**src/rtl/phy_rx_lanes.sv**
```systemverilog
`default_nettype none
// ============================================================================
// Module   : phy_rx_lanes
// Purpose  : Multi-lane serial receive PHY.
//            - Deserialises LANES serial lines (MSB first).
//            - Word-aligns each lane on the COM character.
//            - Unstripes the aligned data symbols round-robin into one stream.
//            - Demultiplexes that stream round-robin onto CHANNELS registered
//              output ports, each with a single-cycle valid strobe.
//
// Ports    : clk_8f       in   bit clock, one serial bit per lane per edge
//            reset_L      in   asynchronous active-low reset
//            serial_in    in   [LANES]           bit l = lane l
//            data_out     out  [CHANNELS*WIDTH]  channel c at [c*WIDTH +: WIDTH]
//            valid_out    out  [CHANNELS]        one-cycle strobe per channel
//            lane_locked  out  [LANES]           lane l in LOCKED state
//            all_locked   out  1                 registered AND of lane_locked
//            overflow     out  [LANES]           sticky, lane symbol overwritten
//
// Options  : RX_LOSS_DET_EN - when defined, a locked lane that sees MAX_GAP
//            consecutive non-COM symbols falls back to SEARCH. When undefined,
//            lanes leave LOCKED only on reset and MAX_GAP is unused.
//
// Revision : 1.0 - initial release
// ============================================================================
module phy_rx_lanes #(
    parameter int               LANES      = 2,
    parameter int               CHANNELS   = 2,
    parameter int               WIDTH      = 8,
    parameter logic [WIDTH-1:0] COM        = 8'hBC,
    parameter int               LOCK_COUNT = 4,
    parameter int               MAX_GAP    = 16
) (
    input  logic                      clk_8f,
    input  logic                      reset_L,
    input  logic [LANES-1:0]          serial_in,
    output logic [CHANNELS*WIDTH-1:0] data_out,
    output logic [CHANNELS-1:0]       valid_out,
    output logic [LANES-1:0]          lane_locked,
    output logic                      all_locked,
    output logic [LANES-1:0]          overflow
);

    localparam int BIT_W = (WIDTH > 1) ? $clog2(WIDTH) : 1;
    localparam int CNT_W = $clog2(LOCK_COUNT + 1);
    localparam int PTR_W = (LANES > 1) ? $clog2(LANES) : 1;
    localparam int SEL_W = (CHANNELS > 1) ? $clog2(CHANNELS) : 1;

    localparam logic [BIT_W-1:0] LAST_BIT   = BIT_W'(WIDTH - 1);
    localparam logic [CNT_W-1:0] LOCK_CNT_C = CNT_W'(LOCK_COUNT);
    localparam logic [PTR_W-1:0] PTR_LAST   = PTR_W'(LANES - 1);
    localparam logic [SEL_W-1:0] SEL_LAST   = SEL_W'(CHANNELS - 1);

`ifdef RX_LOSS_DET_EN
    localparam int               GAP_W    = $clog2(MAX_GAP + 1);
    localparam logic [GAP_W-1:0] GAP_LAST = GAP_W'(MAX_GAP - 1);
`else
    // Gap detection is compiled out; keep the parameter referenced.
    logic [31:0] unused_max_gap;
    assign unused_max_gap = MAX_GAP;
`endif

    typedef enum logic [1:0] {
        ST_SEARCH  = 2'd0,
        ST_LOCKING = 2'd1,
        ST_LOCKED  = 2'd2
    } lane_state_e;

    // ------------------------------------------------------------------
    // Shared signals between the lanes and the unstriper
    // ------------------------------------------------------------------
    logic                   all_locked_q;
    logic [LANES-1:0]       lane_locked_w;
    logic [LANES-1:0]       pending_w;
    logic [LANES-1:0]       consume_w;
    logic [LANES*WIDTH-1:0] hold_w;

    logic [PTR_W-1:0]       ptr_q, ptr_d;
    logic                   take_w;

    // ------------------------------------------------------------------
    // Per-lane deserialiser, aligner and holding register
    // ------------------------------------------------------------------
    for (genvar l = 0; l < LANES; l++) begin : g_lane
        lane_state_e      state_q, state_d;
        logic [WIDTH-2:0] sr_q;
        logic [WIDTH-1:0] next_sym;
        logic [BIT_W-1:0] bit_cnt_q, bit_cnt_d;
        logic [CNT_W-1:0] com_cnt_q, com_cnt_d;
        logic [WIDTH-1:0] hold_q, hold_d;
        logic             pending_q, pending_d;
        logic             ovf_q, ovf_d;
        logic             locked_q;
        logic             boundary;
        logic             is_com;
        logic             capture;
        logic             lost;
`ifdef RX_LOSS_DET_EN
        logic [GAP_W-1:0] gap_q, gap_d;
`endif

        // Symbol completed by the bit arriving this edge.
        assign next_sym = {sr_q, serial_in[l]};
        assign is_com   = (next_sym == COM);
        assign boundary = (bit_cnt_q == LAST_BIT);

        // Alignment state machine: next-state logic.
        always_comb begin
            state_d   = state_q;
            bit_cnt_d = boundary ? '0 : bit_cnt_q + 1'b1;
            com_cnt_d = com_cnt_q;
            capture   = 1'b0;
            lost      = 1'b0;
`ifdef RX_LOSS_DET_EN
            gap_d     = '0;
`endif
            unique case (state_q)
                ST_SEARCH: begin
                    // Bit-sliding: any edge may complete a COM.
                    if (is_com) begin
                        bit_cnt_d = '0;
                        com_cnt_d = CNT_W'(1);
                        state_d   = (LOCK_COUNT == 1) ? ST_LOCKED : ST_LOCKING;
                    end
                end
                ST_LOCKING: begin
                    if (boundary) begin
                        if (is_com) begin
                            com_cnt_d = com_cnt_q + 1'b1;
                            if ((com_cnt_q + 1'b1) == LOCK_CNT_C) begin
                                state_d = ST_LOCKED;
                            end
                        end else begin
                            state_d   = ST_SEARCH;
                            com_cnt_d = '0;
                        end
                    end
                end
                ST_LOCKED: begin
`ifdef RX_LOSS_DET_EN
                    gap_d = gap_q;
                    if (boundary) begin
                        if (is_com) begin
                            gap_d = '0;
                        end else if (gap_q == GAP_LAST) begin
                            // The symbol that exhausts the gap is discarded.
                            state_d   = ST_SEARCH;
                            com_cnt_d = '0;
                            lost      = 1'b1;
                            gap_d     = '0;
                        end else begin
                            capture = 1'b1;
                            gap_d   = gap_q + 1'b1;
                        end
                    end
`else
                    // COM symbols are idle fill and are dropped here.
                    if (boundary && !is_com) begin
                        capture = 1'b1;
                    end
`endif
                end
                default: begin
                    state_d   = ST_SEARCH;
                    com_cnt_d = '0;
                end
            endcase
        end

        // Holding register. A capture that lands while the previous symbol
        // is still waiting (and not leaving this cycle) is an overflow; a
        // capture coinciding with consumption simply refills the slot.
        always_comb begin
            hold_d    = hold_q;
            pending_d = pending_q;
            ovf_d     = ovf_q;
            if (consume_w[l]) begin
                pending_d = 1'b0;
            end
            if (capture) begin
                hold_d    = next_sym;
                pending_d = 1'b1;
                if (pending_q && !consume_w[l]) begin
                    ovf_d = 1'b1;
                end
            end
            if (lost || !all_locked_q) begin
                pending_d = 1'b0;
            end
        end

        always_ff @(posedge clk_8f or negedge reset_L) begin
            if (!reset_L) begin
                state_q   <= ST_SEARCH;
                sr_q      <= '0;
                bit_cnt_q <= '0;
                com_cnt_q <= '0;
                hold_q    <= '0;
                pending_q <= 1'b0;
                ovf_q     <= 1'b0;
                locked_q  <= 1'b0;
`ifdef RX_LOSS_DET_EN
                gap_q     <= '0;
`endif
            end else begin
                state_q   <= state_d;
                sr_q      <= next_sym[WIDTH-2:0];
                bit_cnt_q <= bit_cnt_d;
                com_cnt_q <= com_cnt_d;
                hold_q    <= hold_d;
                pending_q <= pending_d;
                ovf_q     <= ovf_d;
                locked_q  <= (state_d == ST_LOCKED);
`ifdef RX_LOSS_DET_EN
                gap_q     <= gap_d;
`endif
            end
        end

        assign lane_locked_w[l]            = locked_q;
        assign pending_w[l]                = pending_q;
        assign hold_w[l*WIDTH +: WIDTH]    = hold_q;
        assign overflow[l]                 = ovf_q;
        // Strict round-robin: only the lane under the pointer may drain.
        assign consume_w[l] = all_locked_q && pending_q && (ptr_q == PTR_W'(l));
    end

    // ------------------------------------------------------------------
    // Unstriper
    // ------------------------------------------------------------------
    logic             ustr_valid_q;
    logic [WIDTH-1:0] ustr_data_q;

    assign take_w = |consume_w;

    always_comb begin
        ptr_d = ptr_q;
        if (!all_locked_q) begin
            ptr_d = '0;
        end else if (take_w) begin
            ptr_d = (ptr_q == PTR_LAST) ? '0 : ptr_q + 1'b1;
        end
    end

    always_ff @(posedge clk_8f or negedge reset_L) begin
        if (!reset_L) begin
            all_locked_q <= 1'b0;
            ptr_q        <= '0;
            ustr_valid_q <= 1'b0;
            ustr_data_q  <= '0;
        end else begin
            all_locked_q <= &lane_locked_w;
            ptr_q        <= ptr_d;
            ustr_valid_q <= take_w;
            if (take_w) begin
                ustr_data_q <= hold_w[ptr_q*WIDTH +: WIDTH];
            end
        end
    end

    // ------------------------------------------------------------------
    // Demultiplexer
    // ------------------------------------------------------------------
    logic [SEL_W-1:0]          sel_q, sel_d;
    logic [CHANNELS*WIDTH-1:0] data_q, data_d;
    logic [CHANNELS-1:0]       valid_q, valid_d;

    always_comb begin
        sel_d   = sel_q;
        data_d  = data_q;
        valid_d = '0;
        if (ustr_valid_q) begin
            data_d[sel_q*WIDTH +: WIDTH] = ustr_data_q;
            valid_d[sel_q]               = 1'b1;
            sel_d = (sel_q == SEL_LAST) ? '0 : sel_q + 1'b1;
        end
        // Channel rotation restarts whenever the link is not fully locked.
        if (!all_locked_q) begin
            sel_d = '0;
        end
    end

    always_ff @(posedge clk_8f or negedge reset_L) begin
        if (!reset_L) begin
            sel_q   <= '0;
            data_q  <= '0;
            valid_q <= '0;
        end else begin
            sel_q   <= sel_d;
            data_q  <= data_d;
            valid_q <= valid_d;
        end
    end

    assign data_out    = data_q;
    assign valid_out   = valid_q;
    assign lane_locked = lane_locked_w;
    assign all_locked  = all_locked_q;

endmodule
`default_nettype wire

```
**config.mk**
```make
export PLATFORM = sky130hd
export DESIGN_NAME = phy_rx_lanes
export DESIGN_NICKNAME = d
export VERILOG_FILES = /design/src/rtl/phy_rx_lanes.sv
export SDC_FILE = /design/constraint.sdc
export NUM_CORES = 1
export LEC_CHECK = 0
export CAP_MARGIN = 20
export CORE_MARGIN = 2
export CORE_UTILIZATION = 45
export CTS_CLUSTER_SIZE = 12
export DETAILED_ROUTE_END_ITERATION = 8
export PLACE_DENSITY = 0.74
export SYNTH_ARGS = -nofsm -noshare
export SYNTH_HDL_FRONTEND = slang
export SYNTH_SLANG_ARGS = --single-unit
```
**constraint.sdc**
```tcl
create_clock -name clk_8f -period 4.3 [get_ports clk_8f]
set_clock_uncertainty 0.2 [all_clocks]
set_input_delay 0.86 -clock clk_8f [delete_from_list [all_inputs] [get_ports clk_8f]]
set_output_delay 0.86 -clock clk_8f [all_outputs]
set_load 0.03 [all_outputs]
```
==> run summary, run 1 <==
The flow ran to the end, and the final reports show no timing, DRC or antenna violations. Derived from the worst setup path, the maximum achievable clock frequency is 331.0 MHz. The final antenna diode count is 0. The critical path goes through clkdlybuf4s50_1. The setup total negative slack is 0 ns. The power per cell area was 391.2 mW/mm².

Summing over every cut layer, the via total after detailed routing is 2089. The per-cell via count in the routed design works out to 5.426. The wire-length estimate of the detail-placed layout is 3821 µm. Global routing used 14.73% of the available tracks.

Global routing finished with a remaining overflow of 0. The critical path starts at all_locked. For this configuration, the core starts out at a cell density of 47.06%.

For this run, the register share of the synthesized area comes to 59.48%. The area growth from synthesis to layout is 15.96%. In the synthesized netlist the dominant register cell turns out to be dfrtp_1. After detailed routing, the number of remaining DRC violations is 0. The logs give 0.7503 for the final weighted congestion in routability-driven placement and 261 for the synthesized instance count. The root cell of the clock tree was clkbuf_8. Clock tree synthesis inserted a total of 9 buffers. Start-to-end type of the worst setup path: reg2out. The first detailed-routing pass took 4 iterations.

STA classifies the critical path endpoint as an output pin. For the number of global-route vias before repair, the log shows 1988. The deepest level of the CTS H-tree came out at 3. The cell area that synthesis handed to floorplanning was 0.003450 mm². For the worst-skew pair, the clock arrives at the later sink with an insertion delay of 0.35 ns. The tools report the sort of element at the start of the critical path as a flip-flop. Type of the tightest min-delay check: reg2reg. The final clock period utilization by the worst path is 70.27%.

The run gives 217.0 µV as the worst-case vdd ir drop. Synthesis produced a netlist with a net count of 273. The final count of hold timing violations came out at 0. Summed over all cells, the static leakage comes to 1.834 nW.

The clock drives 82 sinks. The floorplan has 31 rows. The net count of the finished layout is 294. Leaving out fill and tap cells, the most frequent cells in the layout are 82 x dfrtp_1, 33 x mux2_2, 25 x clkdlybuf4s50_1. The top cell type by area accounts for 59.48% of the synthesized area. Across all register-to-register paths, the minimum setup slack is 2.08 ns.

Setup repair after global routing left no endpoint under its margin. The number of gates resized after CTS was 0. The worst path buffer plus inverter count is 1, and the post-route antenna net violation count is 0. The run gives 3.24 ns as the endpoint required time on the critical path. Leaving out fill and tap cells, the most frequent cell in the layout is dfrtp_1.

At the pin with the least slew margin, the transition time is 0.7157 ns. The global-route wire length before repair was 9708 µm. For this block, the initial DRC count from the detailed router was 80. Wires add up to 5713 µm.

Broken down by cell family, the worst path's largest delay share belongs to flip-flops. During I/O placement, the number of pins put on the boundary was 27. Timing analysis after detailed placement gives a worst setup slack of 1.335 ns. The cell taking the most area after synthesis is dfrtp_1.

The slowest stage of the critical path is the dfrtp_1 cell. The worst register-to-register path begins at g_lane[1].bit_cnt_q[0]. The biggest cell delay along the critical path is 0.81 ns, and the reported max-cap violation count is 0. Counting along the longest clock path gives a buffer depth of 2. The synthesized design contains 0 enable-type register cells. By area the synthesized netlist is led by dfrtp_1 59%, mux2_2 11%, ha_1 2.9%. The run gives 0 as the number of antenna violations at the first check in global routing. The final number of max-transition violations is 0, and the core region area is 0.007331 mm². The remaining max-slew budget at the tightest pin was 52.28%; the time the worst path needs with I/O delays and setup was 3.022 ns.

The number of register bits inferred by synthesis was 82; the count of cell types in the netlist was 43. The yosys synthesis warning count is 0, and the maximum fanout count along the critical path is 24. The total die area was 0.008382 mm²; the die boundary height was 91.56 µm. Setup violations remaining at the end of the flow were counted as 0. After clock tree synthesis, the clock-pin slew on the worst setup and hold paths is 0.08 ns.

Entering global routing, the biggest net connects 83 pins. Start point of the worst hold path: g_lane[0].sr_q[4]. For the worst setup path, the data arrival time is 1.96 ns. The proportion of layout cells with a drive suffix above 1 works out to 19.58%. Each instance of the synthesized netlist takes up on average 13.22 µm². The tools report the number of buffers inserted to repair setup after CTS as 0. The post-synthesis async set-or-reset flop share is 100.0%, and the width of the chip is 91.56 µm. The slack of the critical path is 1.278 ns, and the mean routed wirelength per cell is 14.84 µm. Port buffering added 26 buffers.

The cts-stage hold buffer count was 0. TritonCTS built the clock tree.
-- metrics by stage --
step	util (%)	power, mW	cell area (µm²)	hold slack [ns]	instances
after detailed placement	51.03	0.9378	3741	0.1857	369
final	54.57	1.565	4000	0.2021	385
after floorplan	-	0.8999	3450	0.1614	261
after CTS	54.19	1.584	3973	0.2072	384
after global routing	54.57	1.637	4000	0.2079	385
after global placement	51.03	0.9286	3741	0.1803	369
-- where the power goes --
group	total, mW	internal (mW)	leakage (nW)	switching [mW]
combinational	0.0914	0.0436	0.620	0.0478
sequential	0.831	0.807	1.10	0.0236
clock	0.643	0.383	0.116	0.260
-- state kept, by name (all words and copies together) (netlist names) --
signal            count
all_locked            1
data_out             16
g_lane.bit_cnt_q      6
g_lane.com_cnt_q      6
g_lane.hold_q        16
g_lane.locked_q       2
g_lane.ovf_q          2
g_lane.pending_q      2
g_lane.sr_q          14
g_lane.state_q        4
ptr_q                 1
sel_q                 1
ustr_data_q           8
ustr_valid_q          1
valid_out             2
-- cell type report --
class | instances | area [µm²]
Timing Repair Buffer | 27 | 285.3
Tap cell | 99 | 123.9
Clock inverter | 5 | 103.9
Inverter | 10 | 37.54
Fill cell | 622 | 3331
Clock buffer | 10 | 127.6
Multi-Input combinational cell | 152 | 1270
Sequential cell | 82 | 2052
-- final timing paths --
check,to,depth (start not counted)
min in group asynchronous,data_out[6],1
max reg2reg,g_lane[1].hold_q[7],5
min,g_lane[0].sr_q[5],0
max,all_locked,1
max in group asynchronous,g_lane[1].hold_q[1],2
min reg2reg,g_lane[0].sr_q[5],0
-- cell families (layout without fill, tap and decap cells) --
kind of cell | Yosys count | count (layout) | share of synthesized area, %
flip-flops | 82 | 82 | 59.49
multiplexers | 41 | 41 | 13.09
adder cells (fa/ha/maj) | 8 | 8 | 2.902
AO/OA/AOI/OAI | 52 | 52 | 11.21
AND/OR/NAND/NOR | 49 | 49 | 9.104
XOR/XNOR | 2 | 2 | 0.5079
buffers and inverters | 27 | 52 | 3.700
-- synthesized netlist by cell type, drive strengths merged (3+ instances only) --
cell     n
nand2b   8
o31a     4
and4b    3
a31o     3
o31ai    3
o21ai    3
nand3    3
nor2     5
mux2    33
buf      9
clkbuf   8
and2     3
inv     10
nand4    4
o211ai   4
nand2    9
a31oi    9
ha       8
mux2i    8
dfrtp   82
a21oi   12
-- metal layers --
metal | track usage, % | vias up | wire length [µm]
met5 | 0 | - | 0
met3 | 4.315 | 7 | 242
li1 | - | 995 | -
met4 | 5.808 | 0 | 72
met1 | 20.52 | 1045 | 2779
met2 | 21.69 | 42 | 2618
(Power assumes the default switching activity.)
==> run 2: changes to the inputs <==
Clock period 4.3 ns to 3.2 ns, I/O delays scaled along.
==> run 2 against run 1 <==
  * Utilization is 0.12 points lower
  * Design area shrank 0.22%
  * Global-route usage increased by 0.62 points
  * Setup slack got worse by 0.57 ns
  * Hold slack lost 0.0077 ns
  * Critical endpoint unchanged
  * Highest routed layer unchanged
==> run summary, run 2 (synthesized netlist as in run 1, its figures left out) <==
The placed standard-cell area is 0.003749 mm² (was 0.003741 mm²). The run gives 0 (unchanged) as the reported max-cap violation count. The die boundary height was 91.56 µm (unchanged).

Most frequent cells in the layout: 82 x dfrtp_1, 33 x mux2_2, 25 x clkdlybuf4s50_1 (unchanged). For the number of buffers on the longest clock path, the log shows 2 (unchanged). The core region area is 0.007331 mm² (unchanged), and the slack of the critical path is 0.7119 ns (was 1.278 ns). Most congested layer reported by global routing: met1 (was met2).

The mean routed wirelength per cell came out at 15.46 µm (was 14.84 µm). The area growth from synthesis to layout works out to 15.71% (was 15.96%). The run gives 0.7544 (was 0.7503) as the final weighted congestion in routability-driven placement. The detailed-route wire length is 5998 µm (was 5713 µm), and the number of design rule violations left after detail routing is 0 (unchanged). Measured slew at the worst slew-check pin: 0.5940 ns (was 0.7157 ns). The run gives 4 (unchanged) as the length of the first detailed-routing pass in iterations.

The tools report the start point of the worst hold path as g_lane[0].sr_q[3] (was g_lane[0].sr_q[4]). The deepest level of the CTS H-tree is 3 (unchanged). The root cell of the clock tree is clkbuf_8 (unchanged).

The tools report the design area as 0.003991 mm² (was 0.004000 mm²). The tools report the number of standard-cell rows in the floorplan as 31 (unchanged). The logs give 55.6% (was 53.1%) for the share of power burned in registers and 6.2% (was 5.8%) for the combinational share of power. For the setup total negative slack, the log shows 0 ns (unchanged).

For the highest clock frequency the design can meet, the log shows 401.9 MHz. The run gives 0.4550 ns (was 1.335 ns) as the worst setup slack after placement. Number of antenna violations at the first check in global routing: 0 (unchanged).

The starting utilization of the core area was 47.06% (unchanged); the post-route antenna net violation count was 0 (unchanged). Endpoint required time on the critical path: 2.36 ns (was 3.24 ns). For the setup slack of the most critical reg-to-reg path, the log shows 0.99 ns (was 2.08 ns).

The per-cell via count in the routed design is 5.410 (was 5.426), and the aggregate global routing overflow is 0 (unchanged). The clock latency at the later pin of the worst-skew pair is 0.35 ns (about the same), and the clock transition at the register clock pins on the worst setup and hold paths after CTS is 0.08 ns (about the same). Total internal power: 1.547 mW (was 1.234 mW).

Final number of max-transition violations: 0 (unchanged). Start-to-end type of the worst setup path: reg2out (unchanged). The final-report setup violation count is 0 (unchanged). The power after layout is 2.010 mW (was 1.565 mW), and the leakage power summed over all cells is 1.826 nW (was 1.834 nW).

The terminating pin of the worst hold path is g_lane[0].sr_q[4] (was g_lane[0].sr_q[5]). The worst-case vdd ir drop was 232.5 µV (was 217.0 µV). Kind of end point of the critical path: an output pin (unchanged). The tools report the starting DRC count in detailed routing as 94 (was 80). For the global routing met2 resource utilization, the log shows 21.45% (was 21.69%).

The pin count of the biggest net entering global routing came out at 83 (unchanged). The global-route wire length before repair was 10070 µm (was 9708 µm); the power per cell area was 503.5 mW/mm² (was 391.2 mW/mm²). For the net switching component of the power, the log shows 462.9 µW (was 331.4 µW). Proportion of layout cells with a drive suffix above 1: 20.07% (was 19.58%). The clock period could shrink to 2.488 ns. The tools report the I/O pin total as 27 (unchanged).

The width of the chip is 91.56 µm (unchanged). The total of fill cells in the finished design is 621 (was 622), and the total global routing track utilization is 15.35% (was 14.73%). Maximum fanout count along the critical path: 24 (unchanged). The tools report the clock sink total as 82 (unchanged). The final count of hold timing violations came out at 0 (unchanged). Type of the tightest min-delay check: reg2reg (unchanged). The met3 capacity usage during global routing is 2.905% (was 4.315%), and the number of cells traversed by the worst register-to-register path is 5 (unchanged). The number of cells after detailed placement came out at 370 (was 369).

The tools report the remaining max-slew budget at the tightest pin as 60.40% (was 52.28%). The switching fraction of total power was 23.03% (was 21.17%); the final net count was 296 (was 294). For the number of buffers added by the clock tree synthesis step, the log shows 9 (unchanged). The run gives 1.65 ns (was 1.96 ns) as the arrival time of data at the critical path endpoint. The tools report the total die area as 0.008382 mm² (unchanged). The final clock period utilization by the worst path is 77.75%. The tools report the number of global-route vias before repair as 2014 (was 1988). The tools report the sort of element at the start of the critical path as a flip-flop (unchanged). The worst-case hold slack came out at 0.1943 ns (was 0.2021 ns). The cell depth of the worst min-delay path is 0 (unchanged). The post-layout utilization of the core is 54.45% (was 54.57%). TritonCTS built the clock tree. For the final antenna diode count, the log shows 0 (unchanged). The logs give 3883 µm (was 3821 µm) for the detailed placer's ending HPWL and 22.64% (was 20.52%) for the met1 track demand over resource in global routing.

The origin of the critical flop-to-flop path was g_lane[0].bit_cnt_q[0] (was g_lane[1].bit_cnt_q[0]). The number of cells in the finished layout apart from fillers came out at 388 (was 385). The clock power share came out at 38.2% (was 41.1%).

Setup repair after global routing left no endpoint under its margin. Quantity of I/O buffers inserted on ports: 26 (unchanged). The run finished with clean final reports.

The most common cell after layout, fill and taps aside is dfrtp_1 (unchanged). The via count came out at 2099 (was 2089). The destination of the worst register-to-register timing path was g_lane[0].hold_q[1] (was g_lane[1].hold_q[7]).
[run 2: worst max-delay path, stage by stage (launching register included)]
cell and delay (ns):
dfrtp_1 0.34, buf_4 0.25, clkdlybuf4s50_1 0.71
[run 2: worst max-delay path by stage]
| stage | start | endpoint | slack (ns) | cells after the start |
|---|---|---|---|---|
| after floorplan | serial_in[0] | g_lane[0].hold_q[0] | 1.09 | 4 |
| after global placement | serial_in[0] | g_lane[0].hold_q[0] | 0.50 | 4 |
| after detailed placement | serial_in[0] | g_lane[0].hold_q[0] | 0.46 | 4 |
| after CTS | all_locked | all_locked | 0.70 | 2 |
| after global routing | all_locked | all_locked | 0.65 | 2 |
| final | all_locked | all_locked | 0.71 | 2 |
[run 2: area by class of cell]
type,count,area (µm²),area share [%]
clock buffer,12,155.1,3.887
clock inverter,4,50.05,1.254
inverter,10,37.54,0.9404
multi-input combinational,152,1270,31.82
sequential,82,2052,51.41
tap,99,123.9,3.103
timing repair buffer,29,302.8,7.586
[run 2: what timing repair did]
item                                   CTS  global route
hold buffers                             0             1
setup buffers                            0             0
endpoints found under the hold margin    0            15
gates resized for setup                  0             0
[run 2: routing by layer]
metal / up-vias / routed length [µm]
met5: - / 0
met4: 0 / 104
met3: 8 / 186
met2: 42 / 2692
met1: 1054 / 3014
li1: 995 / -
[run 2: power groups by stage]
stage,Combinational (mW),Clock (mW),Sequential [mW]
global route,0.143,0.838,1.12
detailed placement,0.121,0,1.14
finish,0.124,0.768,1.12
CTS,0.122,0.788,1.12
floorplan,0.0857,0,1.12
global placement,0.112,0,1.14
==> run 3: changes to the inputs <==
Clock period 3.2 ns to 2.54 ns, I/O delays scaled along.
==> run 3 against run 2 <==
  * Critical path depth decreased by 1
  * Clock power increased by 34%
  * Via count up 1.9%
  * Hold slack worse by 0.0026 ns
  * Utilization up 0.67 points
  * Register-to-register slack got worse by 0.58 ns
  * Sequential power up 26%
  * Sequential share of layout area fell by 0.62 points
  * Wire length is 0.33% lower
  * Sequential cell count unchanged
  * Critical path type unchanged
  * Critical endpoint unchanged
  * Largest power group unchanged
==> run summary, run 3 (synthesized netlist as in run 1, its figures left out) <==
The run finished with clean final reports. The slack of the critical path came out at 0.3715 ns (was 0.7119 ns). The final net count was 300 (was 296). The area growth from synthesis to layout is 17.12% (was 15.71%), and the number of standard-cell rows in the floorplan is 31 (unchanged).

The highest clock frequency the design can meet was 461.2 MHz. For the via count, the log shows 2138 (was 2099). The power after layout was 2.583 mW (was 2.010 mW). The clock sink total is 82 (unchanged), and the placed standard-cell area is 0.003811 mm² (was 0.003749 mm²). The run gives 0.7463 (was 0.7544) as the final weighted congestion in routability-driven placement.

The tools report the kind of end point of the critical path as an output pin (unchanged). The power per cell area is 639.4 mW/mm² (was 503.5 mW/mm²). The number of global-route vias before repair is 2028 (was 2014). Sort of element at the start of the critical path: a flip-flop (unchanged). The detailed-route wire length is 5978 µm (was 5998 µm).

The final-report setup violation count was 0 (unchanged); the setup total negative slack was 0 ns (unchanged). The tools report the I/O pin total as 27 (unchanged). The family with the most delay on the worst path was buffers and inverters (unchanged). Final number of max-transition violations: 0 (unchanged). The width of the chip came out at 91.56 µm (unchanged).

Sequence of cells on the critical path: clkdlybuf4s50_1 (was buf_4, clkdlybuf4s50_1). The type of the tightest min-delay check was reg2reg (unchanged). The per-cell via count in the routed design works out to 5.468 (was 5.410). The worst-case vdd ir drop was 498.2 µV (was 232.5 µV). The number of cells traversed by the worst register-to-register path came out at 5 (unchanged). The logs give 36 (was 83) for the pin count of the biggest net entering global routing and 0 (unchanged) for the final antenna diode count. The worst path buffer plus inverter count works out to 1 (was 2).

The core region area was 0.007331 mm² (unchanged); the clock latency at the later pin of the worst-skew pair was 0.34 ns (was 0.35 ns). Number of gates on the worst path with buffers counted: 1 (was 2). The final clock period utilization by the worst path works out to 85.37%. The measured slew at the worst slew-check pin was 0.5959 ns (was 0.5940 ns). The tools report the number of gates given a new drive strength after cts as 0 (unchanged). The maximum fanout count along the critical path was 2 (was 24). The logs give 1.858 nW (was 1.826 nW) for the leakage power summed over all cells and 0 (unchanged) for the final count of hold timing violations. The logs give 0 (unchanged) for the reported max-cap violation count and 0.41 ns (was 0.99 ns) for the setup slack of the most critical reg-to-reg path. The tools report the endpoint required time on the critical path as 1.83 ns (was 2.36 ns). The terminating pin of the worst hold path is g_lane[0].sr_q[4] (unchanged). The proportion of layout cells with a drive suffix above 1 is 20.55% (was 20.07%), and the post-layout utilization of the core is 55.11% (was 54.45%). Biggest cell delay along the critical path: 0.69 ns (was 0.71 ns). TritonCTS built the clock tree.

The deepest level of the CTS H-tree came out at 3 (unchanged). The clock period could shrink to 2.168 ns. Detailed placer's ending HPWL: 4077 µm (was 3883 µm). The arrival time of data at the critical path endpoint was 1.46 ns (was 1.65 ns); the number of antenna violations at the first check in global routing was 0 (unchanged).

The starting DRC count in detailed routing was 125 (was 94). Starting utilization of the core area: 47.06% (unchanged). Start point of the worst hold path: g_lane[0].sr_q[3] (unchanged). The destination of the worst register-to-register timing path is g_lane[0].hold_q[5] (was g_lane[0].hold_q[1]). For the total die area, the log shows 0.008382 mm² (unchanged). The root cell of the clock tree was clkbuf_8 (unchanged). The length of the first detailed-routing pass in iterations was 4 (unchanged). The cell at the slowest stage of the critical path was clkdlybuf4s50_1 (unchanged).

The total global routing track utilization was 15.61% (was 15.35%). The design area came out at 0.004040 mm² (was 0.003991 mm²). Mean routed wirelength per cell: 15.29 µm (was 15.46 µm). The clock transition at the register clock pins on the worst setup and hold paths after CTS is 0.08 ns (about the same), and the cell depth of the worst min-delay path is 0 (unchanged). The most common cell after layout, fill and taps aside was dfrtp_1 (unchanged). The global-route wire length before repair is 10260 µm (was 10070 µm). The die boundary height is 91.56 µm (unchanged). The origin of the critical flop-to-flop path is g_lane[0].bit_cnt_q[0] (unchanged). The start-to-end type of the worst setup path is reg2out (unchanged). The worst setup slack after placement is 0.03002 ns (was 0.4550 ns).

For the aggregate global routing overflow, the log shows 0 (unchanged). The run gives 0 (unchanged) as the post-route antenna net violation count. For the number of design rule violations left after detail routing, the log shows 0 (unchanged).

The remaining max-slew budget at the tightest pin was 60.27% (was 60.40%); the number of buffers added by the clock tree synthesis step was 9 (unchanged). The number of buffers on the longest clock path is 2 (unchanged), and the total of fill cells in the finished design is 618 (was 621). Setup repair after global routing left no endpoint under its margin. Most frequent cells in the layout: 82 x dfrtp_1, 33 x mux2_2, 25 x clkdlybuf4s50_1 (unchanged). The quantity of I/O buffers inserted on ports is 26 (unchanged).
[run 3: cell count changes in the layout (fill, tap and decap cells not counted), sizes merged]
cell	before	now
buf	3	7
bufinv	1	2
clkbuf	12	13
clkinv	1	0
clkinvlp	2	0
[run 3: stage by stage]
stage | hold slack [ns] | std cells
final | 0.1918 | 391
after global routing | 0.2061 | 391
after CTS | 0.1952 | 391
after global placement | 0.1784 | 375
after detailed placement | 0.1795 | 375
after floorplan | 0.01241 | 261
[run 3: worst max-delay path by stage]
stage,to,start
2_1_floorplan,g_lane[0].hold_q[0],serial_in[0]
3_3_place_gp,g_lane[0].hold_q[0],serial_in[0]
3_5_place_dp,g_lane[0].hold_q[5],serial_in[0]
4_1_cts,all_locked,all_locked
5_1_grt,g_lane[0].hold_q[2],g_lane[0].bit_cnt_q[0]
6_report,all_locked,all_locked
[run 3: where the power goes]
group	internal [mW]	leakage, nW	switching (mW)
Sequential	1.37	1.10	0.0391
Combinational	0.0734	0.650	0.0783
Clock	0.603	0.110	0.422
[run 3: layout make-up]
class / count / area [µm²] / area share (%)
repair buffers: 33 / 337.8 / 8.362
multi-input cells: 152 / 1270 / 31.43
well taps: 99 / 123.9 / 3.066
clock buffers: 13 / 158.9 / 3.933
clock inverters: 2 / 60.06 / 1.487
inverters: 10 / 37.54 / 0.9291
flip-flops and latches: 82 / 2052 / 50.79
[run 3: timing repair]
item,in CTS,in global routing
setup endpoints to repair,0,0
endpoints found under the hold margin,26,0
hold buffers,1,0
setup buffers,0,0
[run 3: metal layers]
layer	track usage (%)	part of all wire (%)	routed length, µm	vias to the layer above
met4	5.177	1.7	103	0
li1	-	-	-	1008
met3	5.145	4.1	248	8
met1	21.78	48	2878	1078
met2	22.98	46	2747	44
met5	0	0	0	-
